## src/rtl/seven_seg_scan_driver_if.sv

```systemverilog
// seven_seg_scan_driver_if: display-driver signal bundle
//   master: drives enable, lz_suppress, nums (4 bits per digit), points (one per digit)
//   slave : drives seg (active-low, [7]=dp), an (active-low digit selects), frame_done
interface seven_seg_scan_driver_if #(parameter int DIGITS = 4);
  logic enable;
  logic lz_suppress;
  logic [4*DIGITS-1:0] nums;
  logic [DIGITS-1:0] points;
  logic [7:0] seg;
  logic [DIGITS-1:0] an;
  logic frame_done;
  modport master(output enable, lz_suppress, nums, points, input seg, an, frame_done);
  modport slave(input enable, lz_suppress, nums, points, output seg, an, frame_done);
endinterface

```

## src/rtl/seven_seg_scan_driver.sv

```systemverilog
// seven_seg_scan_driver: time-multiplexed seven-segment scanner with dead time and leading-zero blanking
//   clk   : sole clock, rising edge
//   rst_n : asynchronous active-low reset
//   bus   : slave side of seven_seg_scan_driver_if (enable, lz_suppress, nums, points in; seg, an, frame_done out)
module seven_seg_scan_driver #(
  parameter int DIGITS = 4,
  parameter int CLK_DIV = 50000,
  parameter int BLANK_CYCLES = 8
) (
  input logic clk,
  input logic rst_n,
  seven_seg_scan_driver_if.slave bus
);
  localparam int CW = $clog2(CLK_DIV);
  localparam int IW = DIGITS > 1 ? $clog2(DIGITS) : 1;
  logic [CW-1:0] cnt_q, cnt_d;
  logic [IW-1:0] idx_q, idx_d;
  logic en_q, en_d;
  logic [4*DIGITS-1:0] nums_q, nums_d;
  logic [DIGITS-1:0] points_q, points_d;
  logic lz_q, lz_d;
  logic [7:0] seg_q, seg_d;
  logic [DIGITS-1:0] an_q, an_d;
  logic frame_done_q, frame_done_d;
  logic run, start, last_slot, wrap, take, show, z;
  logic [DIGITS-1:0] supp;
  logic [3:0] code;
  function automatic logic [6:0] dec7(input logic [3:0] c);
    case (c)
      4'd0: dec7 = 7'b1000000;
      4'd1: dec7 = 7'b1111001;
      4'd2: dec7 = 7'b0100100;
      4'd3: dec7 = 7'b0110000;
      4'd4: dec7 = 7'b0011001;
      4'd5: dec7 = 7'b0010010;
      4'd6: dec7 = 7'b0000010;
      4'd7: dec7 = 7'b1111000;
      4'd8: dec7 = 7'b0000000;
      4'd9: dec7 = 7'b0010000;
      4'd10: dec7 = 7'b0001001;
      4'd11: dec7 = 7'b0000110;
      4'd12: dec7 = 7'b1000111;
      4'd13: dec7 = 7'b1000000;
      default: dec7 = 7'b1111111;
    endcase
  endfunction
  always_comb begin
    // the first enabled cycle (en_q still low) only snapshots; counting starts the cycle after
    run = bus.enable && en_q;
    start = bus.enable && !en_q;
    last_slot = cnt_q == CW'(CLK_DIV - 1);
    wrap = run && last_slot && idx_q == IW'(DIGITS - 1);
    take = start || wrap;
    en_d = bus.enable;
    cnt_d = run && !last_slot ? cnt_q + 1'b1 : '0;
    idx_d = !run || wrap ? '0 : last_slot ? idx_q + 1'b1 : idx_q;
    nums_d = take ? bus.nums : nums_q;
    points_d = take ? bus.points : points_q;
    lz_d = take ? bus.lz_suppress : lz_q;
    // a digit is blanked when it and every digit above it are zero; digit 0 always shows
    z = lz_q;
    supp = '0;
    for (int i = DIGITS - 1; i > 0; i--) begin
      z = z && nums_q[4*i +: 4] == 4'd0;
      supp[i] = z;
    end
    code = supp[idx_q] ? 4'hF : nums_q[{idx_q, 2'b00} +: 4];
    show = run && cnt_q >= CW'(BLANK_CYCLES);
    an_d = show ? ~(DIGITS'(1) << idx_q) : '1;
    seg_d = show ? {~points_q[idx_q], dec7(code)} : 8'hFF;
    frame_done_d = wrap;
  end
  always_ff @(posedge clk or negedge rst_n)
    if (!rst_n) begin
      cnt_q <= '0;
      idx_q <= '0;
      en_q <= 1'b0;
      nums_q <= '1;
      points_q <= '0;
      lz_q <= 1'b0;
      seg_q <= 8'hFF;
      an_q <= '1;
      frame_done_q <= 1'b0;
    end else begin
      cnt_q <= cnt_d;
      idx_q <= idx_d;
      en_q <= en_d;
      nums_q <= nums_d;
      points_q <= points_d;
      lz_q <= lz_d;
      seg_q <= seg_d;
      an_q <= an_d;
      frame_done_q <= frame_done_d;
    end
  assign bus.seg = seg_q;
  assign bus.an = an_q;
  assign bus.frame_done = frame_done_q;
endmodule

```

## src/flat_wrapper.sv

```systemverilog
// flat-port wrapper written by rule: the top's interface ports become plain ports
module seven_seg_scan_driver_flat 
#(
  parameter int DIGITS = 4,
  parameter int CLK_DIV = 50000,
  parameter int BLANK_CYCLES = 8
)
  (clk, rst_n, bus_enable, bus_lz_suppress, bus_nums, bus_points, bus_seg, bus_an, bus_frame_done);
  seven_seg_scan_driver_if #(.DIGITS(DIGITS)) bus_i ();
  input logic clk;
  input logic rst_n;
  input wire logic [$bits(bus_i.enable)-1:0] bus_enable;
  input wire logic [$bits(bus_i.lz_suppress)-1:0] bus_lz_suppress;
  input wire logic [$bits(bus_i.nums)-1:0] bus_nums;
  input wire logic [$bits(bus_i.points)-1:0] bus_points;
  output wire logic [$bits(bus_i.seg)-1:0] bus_seg;
  output wire logic [$bits(bus_i.an)-1:0] bus_an;
  output wire logic [$bits(bus_i.frame_done)-1:0] bus_frame_done;
  assign bus_i.enable = bus_enable;
  assign bus_i.lz_suppress = bus_lz_suppress;
  assign bus_i.nums = bus_nums;
  assign bus_i.points = bus_points;
  assign bus_seg = bus_i.seg;
  assign bus_an = bus_i.an;
  assign bus_frame_done = bus_i.frame_done;
  seven_seg_scan_driver #(.DIGITS(DIGITS), .CLK_DIV(CLK_DIV), .BLANK_CYCLES(BLANK_CYCLES)) u_core (.clk(clk), .rst_n(rst_n), .bus(bus_i));
endmodule
```

## config.mk

```make
export PLATFORM = sky130hd
export DESIGN_NAME = seven_seg_scan_driver_flat
export DESIGN_NICKNAME = d
export VERILOG_FILES = /design/src/rtl/seven_seg_scan_driver_if.sv /design/src/rtl/seven_seg_scan_driver.sv /design/src/flat_wrapper.sv
export SDC_FILE = /design/constraint.sdc
export NUM_CORES = 1
export LEC_CHECK = 0
export CAP_MARGIN = 20
export CORE_MARGIN = 2
export CORE_UTILIZATION = 45
export DETAILED_ROUTE_END_ITERATION = 16
export HOLD_SLACK_MARGIN = 0.06
export PLACE_DENSITY_LB_ADDON = 0.3
export SLEW_MARGIN = 20
export SYNTH_ARGS = -nofsm -noshare
export SYNTH_HDL_FRONTEND = slang
export SYNTH_SLANG_ARGS = --single-unit
export TNS_END_PERCENT = 50
```

## constraint.sdc

```tcl
create_clock -name clk -period 2.2 [get_ports clk]
set_input_delay 0.44 -clock clk [delete_from_list [all_inputs] [get_ports clk]]
set_output_delay 0.44 -clock clk [all_outputs]
set_load 0.01 [all_outputs]
```

==> metrics.md, run 1 <==
| Metric | Value |
|---|---|
| Run status | `complete, but fails checks` |
| Violated checks | `negative setup slack` |
| Overall via count from detail_route | `2463` |
| Cell types with the largest area share after synthesis | `sky130_fd_sc_hd__dfstp_2 25%, sky130_fd_sc_hd__dfrtp_1 21%, sky130_fd_sc_hd__o311ai_0 6.4%` |
| Power density over the cells | `570 nW/um^2` |
| Initial antenna violation count | `0` |
| Total routing resource utilization after global routing | `19.9%` |
| Biggest area consumer among synthesized cells | `sky130_fd_sc_hd__dfstp_2` |
| Placed Cells | `418` |
| Reg-to-Reg Start | `u_core.nums_q[15]` |
| Ratio of cells with drive above 1 in the final layout | `27.4%` |
| Final cycle utilization of the critical path | `101%` |
| Static leakage | `0.00149 uW` |
| Final Skew | `0.0190 ns` |
| Number of global-route vias before repair | `2419` |
| Horizontal extent of the die | `85.5 um` |
| Async set-or-reset flop fraction in the synthesized netlist | `100%` |
| Crit path kind | `reg -> reg` |
| Length of the first detailed-routing pass in iterations | `4` |
| Post-synthesis sequential element count | `53` |
| Cell area after placement | `3640 um^2` |
| Transition time at the pin with the least slew margin | `0.425 ns` |
| Area growth from synthesis to layout | `29.4%` |
| Number of DRC markers after the initial detailed-route iteration | `176` |
| Net Count, Synth | `333` |
| Number of primary I/O pins | `37` |
| Setup WS post-layout | `-0.0161 ns` |
| Number of H-tree branching levels | `2` |
| Share of the yosys chip area belonging to registers | `45.6%` |
| DRC violations left | `0` |
| Class of the tightest hold or removal check | `in -> async` |
| Relative slew margins | `71.6%` |
| Per-instance average area after synthesis | `10.1 um^2` |
| Core area | `6390 um^2` |
| Post-detailed-route via-to-cell ratio | `5.71` |
| Area of combinational cells with multiple inputs | `1590 um^2` |
| Final RePlAce weighted congestion | `0.849` |
| Netlist cell types | `41` |
| Setup TNS | `-0.0161 ns` |
| Crit path capture type | `flop` |
| Number of I/O port buffers | `36` |
| Max IR drop VDD | `0.357 mV` |
| Number of sinks driven by the clock tree | `53` |
| CTS root buffer | `sky130_fd_sc_hd__clkbuf_8` |
| Area of the mapped netlist | `2990 um^2` |
| Worst flop-to-flop path endpoint | `u_core.bus.seg[0]` |
| Cell internal power dissipation | `1630 uW` |
| Logic pwr share | `19.2%` |
| Antenna-violating nets left | `0` |
| Post-Layout Inst Area | `3870 um^2` |
| Data arrival, critical path | `2.43 ns` |
| Instance count of the mapped netlist | `296` |
| Initial core utilization | `46.8%` |
| Vertical die dimension | `85.5 um` |
| Total setup violations reported at the end of the flow | `1` |
| Final period demand of the worst path | `2.22 ns` |
| Flop2flop setup slack | `-0.02 ns` |
| Clock-pin slew on the worst setup and hold paths | `0.11 ns` |
| Number of warning messages in the yosys log | `0` |
| Clock latency on the worst-skew pair | `0.31 ns` |
| Final global-route overflow total | `0` |
| Post-layout util | `60.5%` |
| Sequential group share of total power | `51.0%` |
| Relative contribution of the clock network to total power | `29.7%` |
| Number of nets in the layout | `390` |
| Reg2Reg Depth | `8` |
| Area taken by flip-flops and latches | `1360 um^2` |
| Leading register cell type out of synthesis | `sky130_fd_sc_hd__dfstp_2` |
| Top cell type's share of synthesized area | `24.6%` |
| Endpoint required time on the critical path | `2.42 ns` |
| Wire length of the first global-routing pass | `11.8 mm` |
| HPWL reported at the end of detailed placement | `4.58 mm` |
| Number of placement rows | `29` |
| Filler cell count | `539` |
| Wire length per cell after detailed routing | `15.9 um` |
| Antenna diode instance count | `0` |
| Top-count cell post-synth | `sky130_fd_sc_hd__nand2_1` |
| Count of final max-slew check failures | `0` |
| Commonest cells in the netlist | `33 x sky130_fd_sc_hd__nand2_1, 28 x sky130_fd_sc_hd__dfstp_2, 25 x sky130_fd_sc_hd__dfrtp_1` |
| Number of endpoints with negative hold slack in the final report | `0` |
| Maximum clock frequency | `0.451 GHz` |
| Pin count of the biggest net entering global routing | `54` |
| Net switching power figure | `579 uW` |
| Post-synth EDFFs | `0` |
| Max-cap violations | `0` |
| Die area | `7310 um^2` |
| Filler-free cell count of the finished design | `431` |
| CTS tree | `yes` |
| Max Fanout on Critical Path | `4` |
| Switching portion of total power | `26.3%` |
| Total wire length | `6.87 mm` |
| Startpoint Class | `flop` |
| Cts bufs inserted | `5` |
| Setup repair after global routing missed its margin | `true` |
| Number of buffers on the longest clock path | `2` |
-- power by group through the flow --
stage / logic (uW) / clock network, uW / registers (uW)
after floorplan: 234 / 0 / 1120
after global placement: 385 / 0 / 1130
after detailed placement: 396 / 0 / 1140
after CTS: 413 / 670 / 1120
after global routing: 474 / 709 / 1130
final: 424 / 656 / 1130
-- flip-flops by register name, summed over array words and instances, names as in the netlist --
register and count:
u_core.cnt_q 16, u_core.nums_q 16, u_core.bus.seg 8, u_core.bus.an 4, u_core.points_q 4, u_core.idx_q 2
u_core.bus.frame_done 1, u_core.en_q 1, u_core.lz_q 1
-- worst max path at each step --
stage | startpoint | end | slack (ns)
after detailed placement | u_core.nums_q[13] | u_core.bus.seg[0] | -0.11
after global routing | u_core.nums_q[15] | u_core.bus.seg[0] | -0.10
after floorplan | u_core.nums_q[13] | u_core.bus.seg[0] | 0.005
final | u_core.nums_q[15] | u_core.bus.seg[0] | -0.02
after global placement | u_core.nums_q[13] | u_core.bus.seg[0] | -0.07
after CTS | u_core.nums_q[10] | u_core.bus.seg[2] | -0.01
-- layer usage --
| layer | wire, um | global-route usage, % |
|---|---|---|
| met5 | 0 | 0 |
| met3 | 281 | 3.60 |
| met2 | 3380 | 32.0 |
| met4 | 97 | 6.20 |
| met1 | 3110 | 27.5 |
-- worst max-delay path: stages (launching register included) --
cell and delay, ns:
sky130_fd_sc_hd__dfstp_2 0.38, sky130_fd_sc_hd__or4b_4 0.55, sky130_fd_sc_hd__a211oi_4 0.26, sky130_fd_sc_hd__and2_4 0.22, sky130_fd_sc_hd__or2_4 0.13, sky130_fd_sc_hd__ha_4 0.13
sky130_fd_sc_hd__mux2i_1 0.08, sky130_fd_sc_hd__a211o_1 0.29, sky130_fd_sc_hd__o2111ai_2 0.09
-- final cells by class --
type / instances / area share (%)
repair buffers: 72 / 17.5
flip-flops and latches: 53 / 35.2
well taps: 77 / 2.49
multi-input cells: 212 / 41.2
clock buffers: 6 / 1.88
clock inverters: 2 / 0.906
inverters: 9 / 0.874
-- cell usage in the layout (no fill, tap or decap), types with 2 or more instances in the layout --
master / count
sky130_fd_sc_hd__a211oi_4: 2
sky130_fd_sc_hd__a21oi_1: 7
sky130_fd_sc_hd__and3_1: 2
sky130_fd_sc_hd__buf_12: 4
sky130_fd_sc_hd__buf_4: 32
sky130_fd_sc_hd__clkbuf_8: 5
sky130_fd_sc_hd__clkdlybuf4s50_1: 35
sky130_fd_sc_hd__dfrtp_1: 25
sky130_fd_sc_hd__dfstp_2: 28
sky130_fd_sc_hd__ha_1: 9
sky130_fd_sc_hd__ha_2: 3
sky130_fd_sc_hd__inv_1: 8
sky130_fd_sc_hd__mux2i_1: 3
sky130_fd_sc_hd__mux4_2: 5
sky130_fd_sc_hd__nand2_1: 33
sky130_fd_sc_hd__nand2b_1: 22
sky130_fd_sc_hd__nand3_1: 10
sky130_fd_sc_hd__nand4_1: 5
sky130_fd_sc_hd__nor2_1: 17
sky130_fd_sc_hd__nor4_1: 2
sky130_fd_sc_hd__o211ai_1: 23
sky130_fd_sc_hd__o21ai_0: 4
sky130_fd_sc_hd__o22a_1: 2
sky130_fd_sc_hd__o311ai_0: 5
sky130_fd_sc_hd__o311ai_1: 17
sky130_fd_sc_hd__o31ai_1: 2
sky130_fd_sc_hd__or3_1: 3
sky130_fd_sc_hd__or4_1: 4
sky130_fd_sc_hd__or4_4: 3
sky130_fd_sc_hd__xor2_1: 9
-- logic make-up (layout without fill, tap and decap cells) --
group / count (synthesis) / in the layout / share of synthesized area, %
compound gates: 69 / 69 / 17.5
xor+xnor: 10 / 10 / 2.93
fa+ha+maj: 13 / 13 / 5.44
buf+inv: 31 / 89 / 4.06
flops: 53 / 53 / 45.6
mux: 9 / 9 / 5.15
simple gates: 111 / 111 / 19.3
-- per-stage QoR --
stage               worst slack (ns)  hold slack, ns  total power [uW]
floorplan                    0.00526           0.144              1360
detailed placement            -0.106           0.466              1530
finish                       -0.0161           0.111              2210
global placement             -0.0713           0.455              1520
CTS                          -0.0107           0.126              2210
global route                  -0.104           0.137              2320
-- repair_timing --
action | 4_1_cts | 5_1_grt
gates cloned | 0 | 0
pin swaps | 3 | 19
endpoints found under the setup margin | 28 | 26
hold buffers | 0 | 0
setup buffers | 6 | 0
gates resized for setup | 14 | 18
Power figures use the tool's default switching activity.
==> inputs of run 2 (changes only) <==
Settings changed: CORE_ASPECT_RATIO set to 1.75.
==> run 2 against run 1 <==
  * The flow now finishes without violations
  * Fmax is 0.90% higher
  * Register-to-register slack improved by 0.02 ns
  * Clock power grew 27%
  * Combinational power decreased by 2%
  * Setup slack better by 0.020 ns
  * Cell area up 0.13%
  * Cell count increased by 0.46%
  * Total power rose by 8.3%
  * Die area increased by 0.35%
  * Worst hold slack better by 0.013 ns
  * Global-route usage is 1.0 points higher
  * Sequential share of layout area about the same
  * Largest cell class unchanged
==> metrics.md, run 2 (synthesized netlist as in run 1, its figures left out) <==
| Metric | Value |
|---|---|
| Filler-free cell count of the finished design | `433` |
| Vertical die dimension | `112 um` |
| Wire length of the first global-routing pass | `12.0 mm` |
| Initial antenna violation count | `0` |
| Most frequent cells in the layout | `35 x sky130_fd_sc_hd__clkdlybuf4s50_1, 33 x sky130_fd_sc_hd__nand2_1, 31 x sky130_fd_sc_hd__buf_4` |
| Number of DRC markers after the initial detailed-route iteration | `113` |
| Flop2flop setup slack | `0.004 ns` |
| Total routing resource utilization after global routing | `21.0%` |
| Initial core utilization | `46.0%` |
| Number of endpoints with negative hold slack in the final report | `0` |
| Final cycle utilization of the critical path | `99.8%` |
| Number of sinks driven by the clock tree | `53` |
| WP depth | `5` |
| Cell area after placement | `3630 um^2` |
| Count of hold buffers inserted by post-cts repair | `0` |
| Data arrival, critical path | `2.38 ns` |
| HPWL reported at the end of detailed placement | `5.10 mm` |
| DRC violations left | `0` |
| Worst flop-to-flop path endpoint | `u_core.lz_q` |
| Core area | `6490 um^2` |
| Total setup violations reported at the end of the flow | `0` |
| Filler cell count | `577` |
| Worst Path Buf+Inv | `1` |
| Post-Layout Inst Area | `3870 um^2` |
| Number of global-route vias before repair | `2559` |
| Crit path kind | `reg -> reg` |
| Die area | `7330 um^2` |
| Max IR drop VDD | `0.440 mV` |
| Global routing usage on met2 | `37.8%` |
| Area growth from synthesis to layout | `29.6%` |
| Leading cell type in the layout, fill and taps excluded | `sky130_fd_sc_hd__clkdlybuf4s50_1` |
| Number of primary I/O pins | `37` |
| CTS root buffer | `sky130_fd_sc_hd__clkbuf_16` |
| Cts bufs inserted | `5` |
| Final Skew | `0.00906 ns` |
| Relative slew margins | `42.6%` |
| Met1 layer usage reported by global route | `23.4%` |
| Pin count of the biggest net entering global routing | `44` |
| Met3 track demand over resource in global routing | `3.54%` |
| CP peak stage delay | `0.53 ns` |
| Crit path capture type | `flop` |
| Critical path's most frequent cell | `sky130_fd_sc_hd__or4_4` |
| Reg2Reg Depth | `5` |
| Reg-to-Reg Start | `u_core.cnt_q[10]` |
| Placed Cells | `424` |
| Chain of cells forming the critical path | `or4_4, or4_4, o31a_1, buf_12, o211ai_1` |
| Maximum clock frequency | `0.455 GHz` |
| CTS tree | `yes` |
| Ratio of cells with drive above 1 in the final layout | `27.4%` |
| Final RePlAce weighted congestion | `0.837` |
| Wire length per cell after detailed routing | `16.5 um` |
| Antenna-violating nets left | `0` |
| Area of combinational cells with multiple inputs | `1590 um^2` |
| Slowest stage cell, crit path | `sky130_fd_sc_hd__or4_4` |
| Max Fanout on Critical Path | `21` |
| Power density over the cells | `617 nW/um^2` |
| Horizontal extent of the die | `65.6 um` |
| Setup repair after global routing missed its margin | `true` |
| Max-cap violations | `0` |
| Startpoint Class | `flop` |
| Post-detailed-route via-to-cell ratio | `5.81` |
| Static leakage | `0.00148 uW` |
| Post-layout util | `59.6%` |
| Overall via count from detail_route | `2516` |
| Total wire length | `7.13 mm` |
| Number of buffers on the longest clock path | `2` |
| Length of the first detailed-routing pass in iterations | `4` |
| Clock latency on the worst-skew pair | `0.30 ns` |
| Number of I/O port buffers | `36` |
| Run status | `finished, final reports clean` |
| Area taken by flip-flops and latches | `1360 um^2` |
| Endpoint required time on the critical path | `2.39 ns` |
| Class of the tightest hold or removal check | `in -> async` |
| Cell class contributing the biggest share of worst-path delay | `simple AND/OR/NAND/NOR gates` |
| Antenna diode instance count | `0` |
| Transition time at the pin with the least slew margin | `0.856 ns` |
| Final period demand of the worst path | `2.20 ns` |
| Count of final max-slew check failures | `0` |
| GRT Max-Usage Layer | `met2` |
| Number of nets in the layout | `387` |
| Number of H-tree branching levels | `2` |
| Number of placement rows | `39` |
| Clock-pin slew on the worst setup and hold paths | `0.07 ns` |
| Final global-route overflow total | `0` |
## run 2: power breakdown
part           internal [uW]  total (uW)  switching, uW  leakage [uW]
combinational            211         417            206      0.000777
clock                    483         836            353     0.0000799
sequential              1070        1130           62.6      0.000627
## run 2: area by class of cell
type	instances	share of cell area [%]
flip-flops and latches	53	35.2
clock inverters	1	0.129
inverters	9	0.873
repair buffers	69	16.2
well taps	82	2.65
clock buffers	7	3.94
multi-input cells	212	41.0
## run 2: timing repair
item | 4_1_cts | 5_1_grt
setup buffers | 0 | 1
endpoints found under the setup margin | 20 | 19
pin swaps | 3 | 2
gates resized for setup | 11 | 17
## run 2: metrics by stage
step / setup WS (ns) / hold slack [ns] / TNS, ns / power, uW
6_report: 0.00359 / 0.124 / 0 / 2390
5_1_grt: -0.0481 / 0.137 / -0.0656 / 2490
4_1_cts: -0.0192 / 0.129 / -0.0192 / 2380
3_5_place_dp: -0.0957 / 0.448 / -0.375 / 1540
3_3_place_gp: -0.0326 / 0.446 / -0.0326 / 1520
2_1_floorplan: 0.00526 / 0.144 / 0 / 1360
## run 2: worst max-delay path by stage
stage / startpoint / to / slack (ns)
after CTS: u_core.cnt_q[10] / u_core.lz_q / -0.02
final: u_core.cnt_q[10] / u_core.lz_q / 0.004
after global routing: u_core.cnt_q[10] / u_core.lz_q / -0.05
after floorplan: u_core.nums_q[13] / u_core.bus.seg[0] / 0.005
after detailed placement: u_core.cnt_q[10] / u_core.lz_q / -0.1
after global placement: u_core.cnt_q[10] / u_core.lz_q / -0.03
## run 2: layer usage
metal  vias up  share of wire, %
met5         -                 0
met2        54                56
met3        18               2.5
met4         0               3.1
met1      1248                39
li1       1196                 -
